$ cat src/rtl/cp0_exc_handler_if.sv
// Datapath <-> CP0 bundle for the M-stage exception responder.
// The datapath (master) drives the M-stage state; CP0 (slave) answers with read data, EPC and IntReq.
interface cp0_exc_handler_if #(
    parameter int HWINT_W = 6
);
    logic [31:0]        PC;
    logic               BD;
    logic               ExcGet;
    logic [4:0]         ExcCode;
    logic [HWINT_W-1:0] HWInt;
    logic               WE;
    logic [4:0]         Addr;
    logic [31:0]        WData;
    logic               EretM;
    logic [31:0]        BadAddr;
    logic [31:0]        RData;
    logic [31:0]        EPCOut;
    logic               IntReq;

    modport master (
        output PC, BD, ExcGet, ExcCode, HWInt, WE, Addr, WData, EretM, BadAddr,
        input  RData, EPCOut, IntReq
    );

    modport slave (
        input  PC, BD, ExcGet, ExcCode, HWInt, WE, Addr, WData, EretM, BadAddr,
        output RData, EPCOut, IntReq
    );
endinterface

$ cat src/rtl/cp0_exc_handler.sv
// CP0 exception responder: SR/Cause/EPC/PRId, interrupt vs. exception arbitration, mfc0/mtc0/eret.
// Optional BadVAddr register (number 8) is enabled by defining CP0_BADVADDR_EN.
module cp0_exc_handler #(
    parameter logic [31:0] PRID    = 32'h2018_1217,
    parameter int          HWINT_W = 6
) (
    input  logic                clk,
    input  logic                reset,
    cp0_exc_handler_if.slave    bus
);
    localparam logic [4:0] A_SR    = 5'd12;
    localparam logic [4:0] A_CAUSE = 5'd13;
    localparam logic [4:0] A_EPC   = 5'd14;
    localparam logic [4:0] A_PRID  = 5'd15;

    logic [HWINT_W-1:0] im_q, im_d;
    logic               exl_q, exl_d;
    logic               ie_q, ie_d;
    logic               cause_bd_q, cause_bd_d;
    logic [HWINT_W-1:0] cause_ip_q, cause_ip_d;
    logic [4:0]         cause_exc_q, cause_exc_d;
    logic [31:0]        epc_q, epc_d;

    logic        int_pend;
    logic        exc_pend;
    logic        int_req;
    logic [31:0] epc_sel;

    assign int_pend = (|(bus.HWInt & im_q)) & ie_q & ~exl_q;
    assign exc_pend = bus.ExcGet & ~exl_q;
    assign int_req  = int_pend | exc_pend;
    assign epc_sel  = bus.BD ? (bus.PC - 32'd4) : bus.PC;

    always_comb begin
        im_d        = im_q;
        exl_d       = exl_q;
        ie_d        = ie_q;
        cause_bd_d  = cause_bd_q;
        cause_ip_d  = bus.HWInt;
        cause_exc_d = cause_exc_q;
        epc_d       = epc_q;
        if (int_req) begin
            // The M-stage instruction is being flushed, so its mtc0/eret is dropped.
            exl_d       = 1'b1;
            cause_exc_d = int_pend ? 5'd0 : bus.ExcCode;
            cause_bd_d  = bus.BD;
            epc_d       = epc_sel & 32'hFFFF_FFFC;
        end else begin
            if (bus.WE) begin
                if (bus.Addr == A_SR) begin
                    im_d  = bus.WData[15:10];
                    exl_d = bus.WData[1];
                    ie_d  = bus.WData[0];
                end else if (bus.Addr == A_EPC) begin
                    epc_d = bus.WData & 32'hFFFF_FFFC;
                end
            end
            // eret is applied after the SR write so a simultaneous write cannot leave EXL set.
            if (bus.EretM) begin
                exl_d = 1'b0;
            end
        end
    end

    always_ff @(posedge clk) begin
        if (reset) begin
            im_q        <= '0;
            exl_q       <= 1'b0;
            ie_q        <= 1'b0;
            cause_bd_q  <= 1'b0;
            cause_ip_q  <= '0;
            cause_exc_q <= 5'd0;
            epc_q       <= 32'd0;
        end else begin
            im_q        <= im_d;
            exl_q       <= exl_d;
            ie_q        <= ie_d;
            cause_bd_q  <= cause_bd_d;
            cause_ip_q  <= cause_ip_d;
            cause_exc_q <= cause_exc_d;
            epc_q       <= epc_d;
        end
    end

`ifdef CP0_BADVADDR_EN
    logic [31:0] badvaddr_q, badvaddr_d;

    always_comb begin
        badvaddr_d = badvaddr_q;
        if (exc_pend && !int_pend && (bus.ExcCode == 5'd4 || bus.ExcCode == 5'd5)) begin
            badvaddr_d = bus.BadAddr;
        end
    end

    always_ff @(posedge clk) begin
        if (reset) begin
            badvaddr_q <= 32'd0;
        end else begin
            badvaddr_q <= badvaddr_d;
        end
    end
`else
    logic unused_bad_addr;
    assign unused_bad_addr = ^bus.BadAddr;
`endif

    logic [31:0] sr_word;
    logic [31:0] cause_word;
    logic [31:0] rdata;

    assign sr_word    = {16'd0, im_q, 8'd0, exl_q, ie_q};
    assign cause_word = {cause_bd_q, 15'd0, cause_ip_q, 3'd0, cause_exc_q, 2'd0};

    always_comb begin
        rdata = 32'd0;
        case (bus.Addr)
            A_SR:    rdata = sr_word;
            A_CAUSE: rdata = cause_word;
            A_EPC:   rdata = epc_q;
            A_PRID:  rdata = PRID;
`ifdef CP0_BADVADDR_EN
            5'd8:    rdata = badvaddr_q;
`endif
            default: rdata = 32'd0;
        endcase
    end

    assign bus.RData  = rdata;
    assign bus.IntReq = int_req;
    // Bypass so an mtc0 EPC immediately followed by eret returns to the new address.
    assign bus.EPCOut = (bus.WE && bus.Addr == A_EPC) ? (bus.WData & 32'hFFFF_FFFC) : epc_q;
endmodule

$ cat src/flat_wrapper.sv
// flat-port wrapper written by rule: the top's interface ports become plain ports
module cp0_exc_handler_flat 
#(
    parameter logic [31:0] PRID    = 32'h2018_1217,
    parameter int          HWINT_W = 6
)
  (clk, reset, bus_PC, bus_BD, bus_ExcGet, bus_ExcCode, bus_HWInt, bus_WE, bus_Addr, bus_WData, bus_EretM, bus_BadAddr, bus_RData, bus_EPCOut, bus_IntReq);
  cp0_exc_handler_if #(.HWINT_W(HWINT_W)) bus_i ();
  input  logic clk;
  input  logic reset;
  input wire logic [$bits(bus_i.PC)-1:0] bus_PC;
  input wire logic [$bits(bus_i.BD)-1:0] bus_BD;
  input wire logic [$bits(bus_i.ExcGet)-1:0] bus_ExcGet;
  input wire logic [$bits(bus_i.ExcCode)-1:0] bus_ExcCode;
  input wire logic [$bits(bus_i.HWInt)-1:0] bus_HWInt;
  input wire logic [$bits(bus_i.WE)-1:0] bus_WE;
  input wire logic [$bits(bus_i.Addr)-1:0] bus_Addr;
  input wire logic [$bits(bus_i.WData)-1:0] bus_WData;
  input wire logic [$bits(bus_i.EretM)-1:0] bus_EretM;
  input wire logic [$bits(bus_i.BadAddr)-1:0] bus_BadAddr;
  output wire logic [$bits(bus_i.RData)-1:0] bus_RData;
  output wire logic [$bits(bus_i.EPCOut)-1:0] bus_EPCOut;
  output wire logic [$bits(bus_i.IntReq)-1:0] bus_IntReq;
  assign bus_i.PC = bus_PC;
  assign bus_i.BD = bus_BD;
  assign bus_i.ExcGet = bus_ExcGet;
  assign bus_i.ExcCode = bus_ExcCode;
  assign bus_i.HWInt = bus_HWInt;
  assign bus_i.WE = bus_WE;
  assign bus_i.Addr = bus_Addr;
  assign bus_i.WData = bus_WData;
  assign bus_i.EretM = bus_EretM;
  assign bus_i.BadAddr = bus_BadAddr;
  assign bus_RData = bus_i.RData;
  assign bus_EPCOut = bus_i.EPCOut;
  assign bus_IntReq = bus_i.IntReq;
  cp0_exc_handler #(.PRID(PRID), .HWINT_W(HWINT_W)) u_core (.clk(clk), .reset(reset), .bus(bus_i));
endmodule
$ cat config.mk
export PLATFORM = sky130hd
export DESIGN_NAME = cp0_exc_handler_flat
export DESIGN_NICKNAME = d
export VERILOG_FILES = /design/src/rtl/cp0_exc_handler_if.sv /design/src/rtl/cp0_exc_handler.sv /design/src/flat_wrapper.sv
export SDC_FILE = /design/constraint.sdc
export NUM_CORES = 1
export LEC_CHECK = 0
export CORE_MARGIN = 8
export CORE_UTILIZATION = 43
export CTS_BUF_LIST = sky130_fd_sc_hd__clkbuf_16
export DETAILED_ROUTE_END_ITERATION = 8
export HOLD_SLACK_MARGIN = 0.08
export MAX_ROUTING_LAYER = met4
export PLACE_DENSITY = 0.95
export RECOVER_POWER = 25
export SLEW_MARGIN = 40
export SYNTH_ARGS = -nofsm -noshare
export SYNTH_HDL_FRONTEND = slang
export SYNTH_SLANG_ARGS = --single-unit
$ cat constraint.sdc
create_clock -name clk -period 4.3 [get_ports clk]
set_input_delay 1.075 -clock clk [delete_from_list [all_inputs] [get_ports clk]]
set_output_delay 1.075 -clock clk [all_outputs]
set_load 0.01 [all_outputs]
Yosys cells after proc, flatten, opt, wreduce, memory -nomap -nowiden:

Index checks and enable logic that the tools add are counted.

* register bits: 50
* output and inout port bits: 65
* bits of input ports: 118

* multiplexer cells: 12
* add/subtract/negate cells: 1
* bitwise logic cells: 7
* reduce and logical (&&, ||, !) cells: 9
* eq/ne operators: 5

Operators with widths (number)
* two-way mux 32 bit: 6
* case mux 32 bit (4 select lines): 1
* subtractor 32 x 3 -> 32 bit (second input constant): 1
* == test 5 x 4 -> 1 bit (second input constant): 4
* AND 6 bit: 1
* AND reduction 3 bit: 2
* nonzero test 3 bit: 2
* OR reduction 6 bit: 1
* two-way mux 5 bit: 1
* two-way mux 1 bit: 4
* nonzero test 2 bit: 2
* AND 1 bit: 3
* inequality test 2 bit (second input constant): 1
* NOT 1 bit: 2
* AND reduction 2 bit: 1
* logical AND 1 bit: 1
* OR 1 bit: 1

Logic depth before layout (Yosys ltp):

* word-level depth: 7
* mapped depth: 7
* gate-level depth less buffers: 6

Least setup slack after synthesis:

Ideal clock, no wire load.

* path kind: input-to-output
* start point: input port bus_Addr[1]
* end point: output port bus_EPCOut[22]
* slack: 0.740 ns
* buffers on the path: 3
* arrival: 2.485 ns
* required time: 3.225 ns
* stages on the path: 6
* path through: clkbuf_1 > and3b_1 > clkbuf_1 > and2_1 > clkbuf_1 > mux2_2

* word-level cells in the longest chain between the ends: 3

Ends and longest elaborated chain
* start, declared: line flat_wrapper.sv:17 `input wire logic [$bits(bus_i.Addr)-1:0] bus_Addr;`
* == test 5 x 4 -> 1 bit: line cp0_exc_handler.sv:131 `assign bus.EPCOut = (bus.WE && bus.Addr == A_EPC) ? (bus.WData & 32'hFFFF_FFFC) : epc_q;`
* logical AND 1 bit: line cp0_exc_handler.sv:131
* two-way mux 32 bit: line cp0_exc_handler.sv:131
* end, declared: line flat_wrapper.sv:22 `output wire logic [$bits(bus_i.EPCOut)-1:0] bus_EPCOut;`

No other way between the ends.

Final worst setup path:

* start point: input port bus_Addr[1]
* end point: output port bus_EPCOut[26]

Same word-level chain as after synthesis.

==> impl_results.md <==
- Worst Tran Pin Value: about 2 ns
- Peak VDD IR: 0.000258 V
- Worst setup path class: in -> out
- Crit path arrival time: roughly 3.1 ns
- Normalized max-slew margin: -35.7%
- Filler Cells Inserted: roughly 620
- First-pass GRT wire length: about 20 mm
- Top delay family on crit path: buffers and inverters
- Num CTS Buffers: 5
- Die height: 105 um
- Pleak: approximately 2.1 nW
- Failing checks: max-capacitance violations, max-slew violations
- Vias in the first global route: between 4,000 and 5,000
- Crit path required time: 3.22 ns
- Synth Instances: 422
- Worst path cell trace: clkdlybuf4s50_1, and3b_1, and2_1, buf_4, mux2_2, clkdlybuf4s50_1
- Mapped Avg Cell Area: 8.11 um^2
- Post-synth ARST share: 0%
- Max-cap viol count: 1
- CTS H-tree depth: 2
- CTS resizes: 0
- Core Rows: 32
- Post-DRT Antenna Nets: 0
- Final Total Pwr: between 0.001 and 0.0015 W
- Final Net Count: 673
- Layout cells sized above 1: slightly above 8%
- Detailed placer's ending HPWL: 9.73 mm
- Yosys reg bits: 50
- Initial Util: 44.3%
- Routed wire length: 12.8 mm
- Unique masters post-synth: 58
- RSZ-0062 raised after global routing: false
- Crit-path max cell delay: 0.55 ns
- Hold Vio Cnt, Final: 0
- # diodes: 0
- Achievable Freq: 238 MHz
- Status: complete, but fails checks
- Pin count of the biggest net entering global routing: 64
- DR pass1 iterations: 5
- Setup crit end kind: primary output
- Final period util: 97.9%
- Antenna violations before repair: 0
- Worst hold path class: reg -> reg
- CTS Sinks: 50
- Crit path time final: 4.21 ns
- Synth Warn #: 0
- Post-synth EDFFs: 0
- CTS tree: built
- Final setup viols: 0
- Cell Area, Synth: ~3400 um^2
- Critical path buffers and inverters: 3
- Largest fanout on the critical path: 8
- Finished Layout Cells: around 660
- Hold WS: 0.472 ns
- Worst-skew pair later-pin latency: 0.29 ns
- Die W: roughly 110 um
- Crit start category: input port
- Initial drt markers: between 300 and 400
- Via count: 4,038
- CTS Buffer Depth: 2
- PwrDens: around 240 nW/um^2
- Core area: 7730 um^2
- Critical-path top delay cell: clkdlybuf4s50_1
- Setup total negative slack: 0 ns
- Top cell by count, worst path: clkdlybuf4s50_1
- Drt via density: 6.15
- Root buffer cell: clkbuf_16
- Routed len/inst: 19.5 um
- Area growth syn-to-layout: 49.3%
- CTS Hold Bufs: 0
- Residual DRC: 0
- Die footprint: 11,100 um^2
- Clock transition at the registers of the reported paths: 0.07 ns
- Routability Congestion: 0.879
- Port bufs: 146
- Final Skew: between 0.006 and 0.007 ns
- Gr ovfl total: 0
- Sequential share of the synthesized area: 29.2%
- I/O Pins: roughly 180
- Total GRT Usage: between 20 and 25%
- Dpl cells: 649
- Post-CTS setup buffer count: 0
- Pins Over Slew Limit: between 40 and 50
- Dominant synthesized flop cell: dfxtp_1
[per-stage QoR]
| step | setup slack, ns | area, um^2 | util, % |
|---|---|---|---|
| finish | 0.0915 | 5110 | 66.1 |
| global route | 0.0802 | 5110 | 66.1 |
| CTS | 0.116 | 5110 | 66.2 |
| detailed placement | 0.135 | 4970 | 64.4 |
| global placement | 0.164 | 4970 | 64.4 |
| floorplan | 0.740 | 3430 | - |
[routing by layer]
layer  vias to the layer above  track usage (%)  wire [um]
met1                      1906             25.3       5150
met4                         0             9.58        524
met3                        41             4.75        878
met2                       212             37.9       6290
li1                       1879                -          -
met5                         -                -          0
[placed cells by master, fill, tap and decap left out, types with 12 or more instances in the layout]
cell type and n:
clkdlybuf4s50_1 145, dfxtp_1 50, nor2_1 36, and3_1 36
a211oi_1 30, a21o_1 23, nand2_1 19, a21oi_1 19
o21ai_0 16, buf_4 16, a311oi_1 15, or3_1 12
[area by class of cell]
type | count | area, um^2 | share of cell area, %
flip-flops and latches | 50 | 1000 | 19.6
clock inverters | 3 | 16.3 | 0.318
clock buffers | 5 | 125 | 2.45
multi-input cells | 328 | 2220 | 43.4
repair buffers | 164 | 1610 | 31.4
well taps | 102 | 128 | 2.50
inverters | 5 | 18.8 | 0.367
[kinds of logic after synthesis]
| logic type | synth area share, % |
|---|---|
| fa+ha+maj | 0.365 |
| xor+xnor | 2.30 |
| simple gates | 27.3 |
| flops | 29.2 |
| buf+inv | 6.25 |
| compound gates | 31.0 |
| other cells | 0.110 |
| mux | 3.44 |
[worst reg2reg max path: stages, from the launching register on]
cell and delay, ns:
dfxtp_1 0.35, a221o_1 0.33, o31ai_2 0.26, inv_2 0.10, buf_4 0.31, a211oi_1 0.35
a311oi_1 0.07
[report_power, final]
group / total (W) / switching [W] / internal [W]
Sequential: 0.000514 / 0.0000208 / 0.000493
Clock: 0.000389 / 0.000176 / 0.000213
Combinational: 0.000328 / 0.000145 / 0.000182
Total: 0.00123 / 0.000342 / 0.000888
[final timing paths]
| kind | from | end | slack [ns] | cells after the start |
|---|---|---|---|---|
| worst max-delay path | bus_Addr[1] | bus_EPCOut[26] | 0.09 | 6 |
| worst min-delay path | u_core.cause_bd_q$_SDFFE_PP0N_ | u_core.cause_bd_q$_SDFFE_PP0N_ | 0.47 | 2 |
| worst max register to register | u_core.im_q[3]$_SDFFE_PP0P_ | u_core.epc_q[31]$_SDFFE_PP0P_ | 2.31 | 6 |
| worst min register to register | u_core.cause_bd_q$_SDFFE_PP0N_ | u_core.cause_bd_q$_SDFFE_PP0N_ | 0.47 | 2 |
[synth_stat cells (all sizes together), types with 4 or more instances]
master / count / area [um^2]
a211oi: 30 / 225
a21o: 23 / 173
a21oi: 19 / 95.1
a22oi: 4 / 30.0
a311oi: 15 / 131
a32oi: 5 / 43.8
and3: 36 / 225
buf: 8 / 63.8
clkbuf: 30 / 113
dfxtp: 50 / 1000
inv: 5 / 18.8
mux2: 6 / 67.6
mux2i: 5 / 50.1
nand2: 20 / 77.6
nand3: 11 / 55.1
nor2: 36 / 135
nor2b: 11 / 68.8
nor3: 5 / 25.0
o211a: 4 / 40.0
o21ai: 16 / 80.1
o31ai: 11 / 82.6
or3: 13 / 82.6
or4: 11 / 93.8
xor2: 6 / 52.6
[flip-flops by register name, indices dropped and copies added, names as in the netlist]
register,cells
u_core.im_q,6
u_core.cause_bd_q,1
u_core.exl_q,1
u_core.epc_q,30
u_core.ie_q,1
u_core.cause_exc_q,5
u_core.cause_ip_q,6
(Power assumes the default switching activity.)
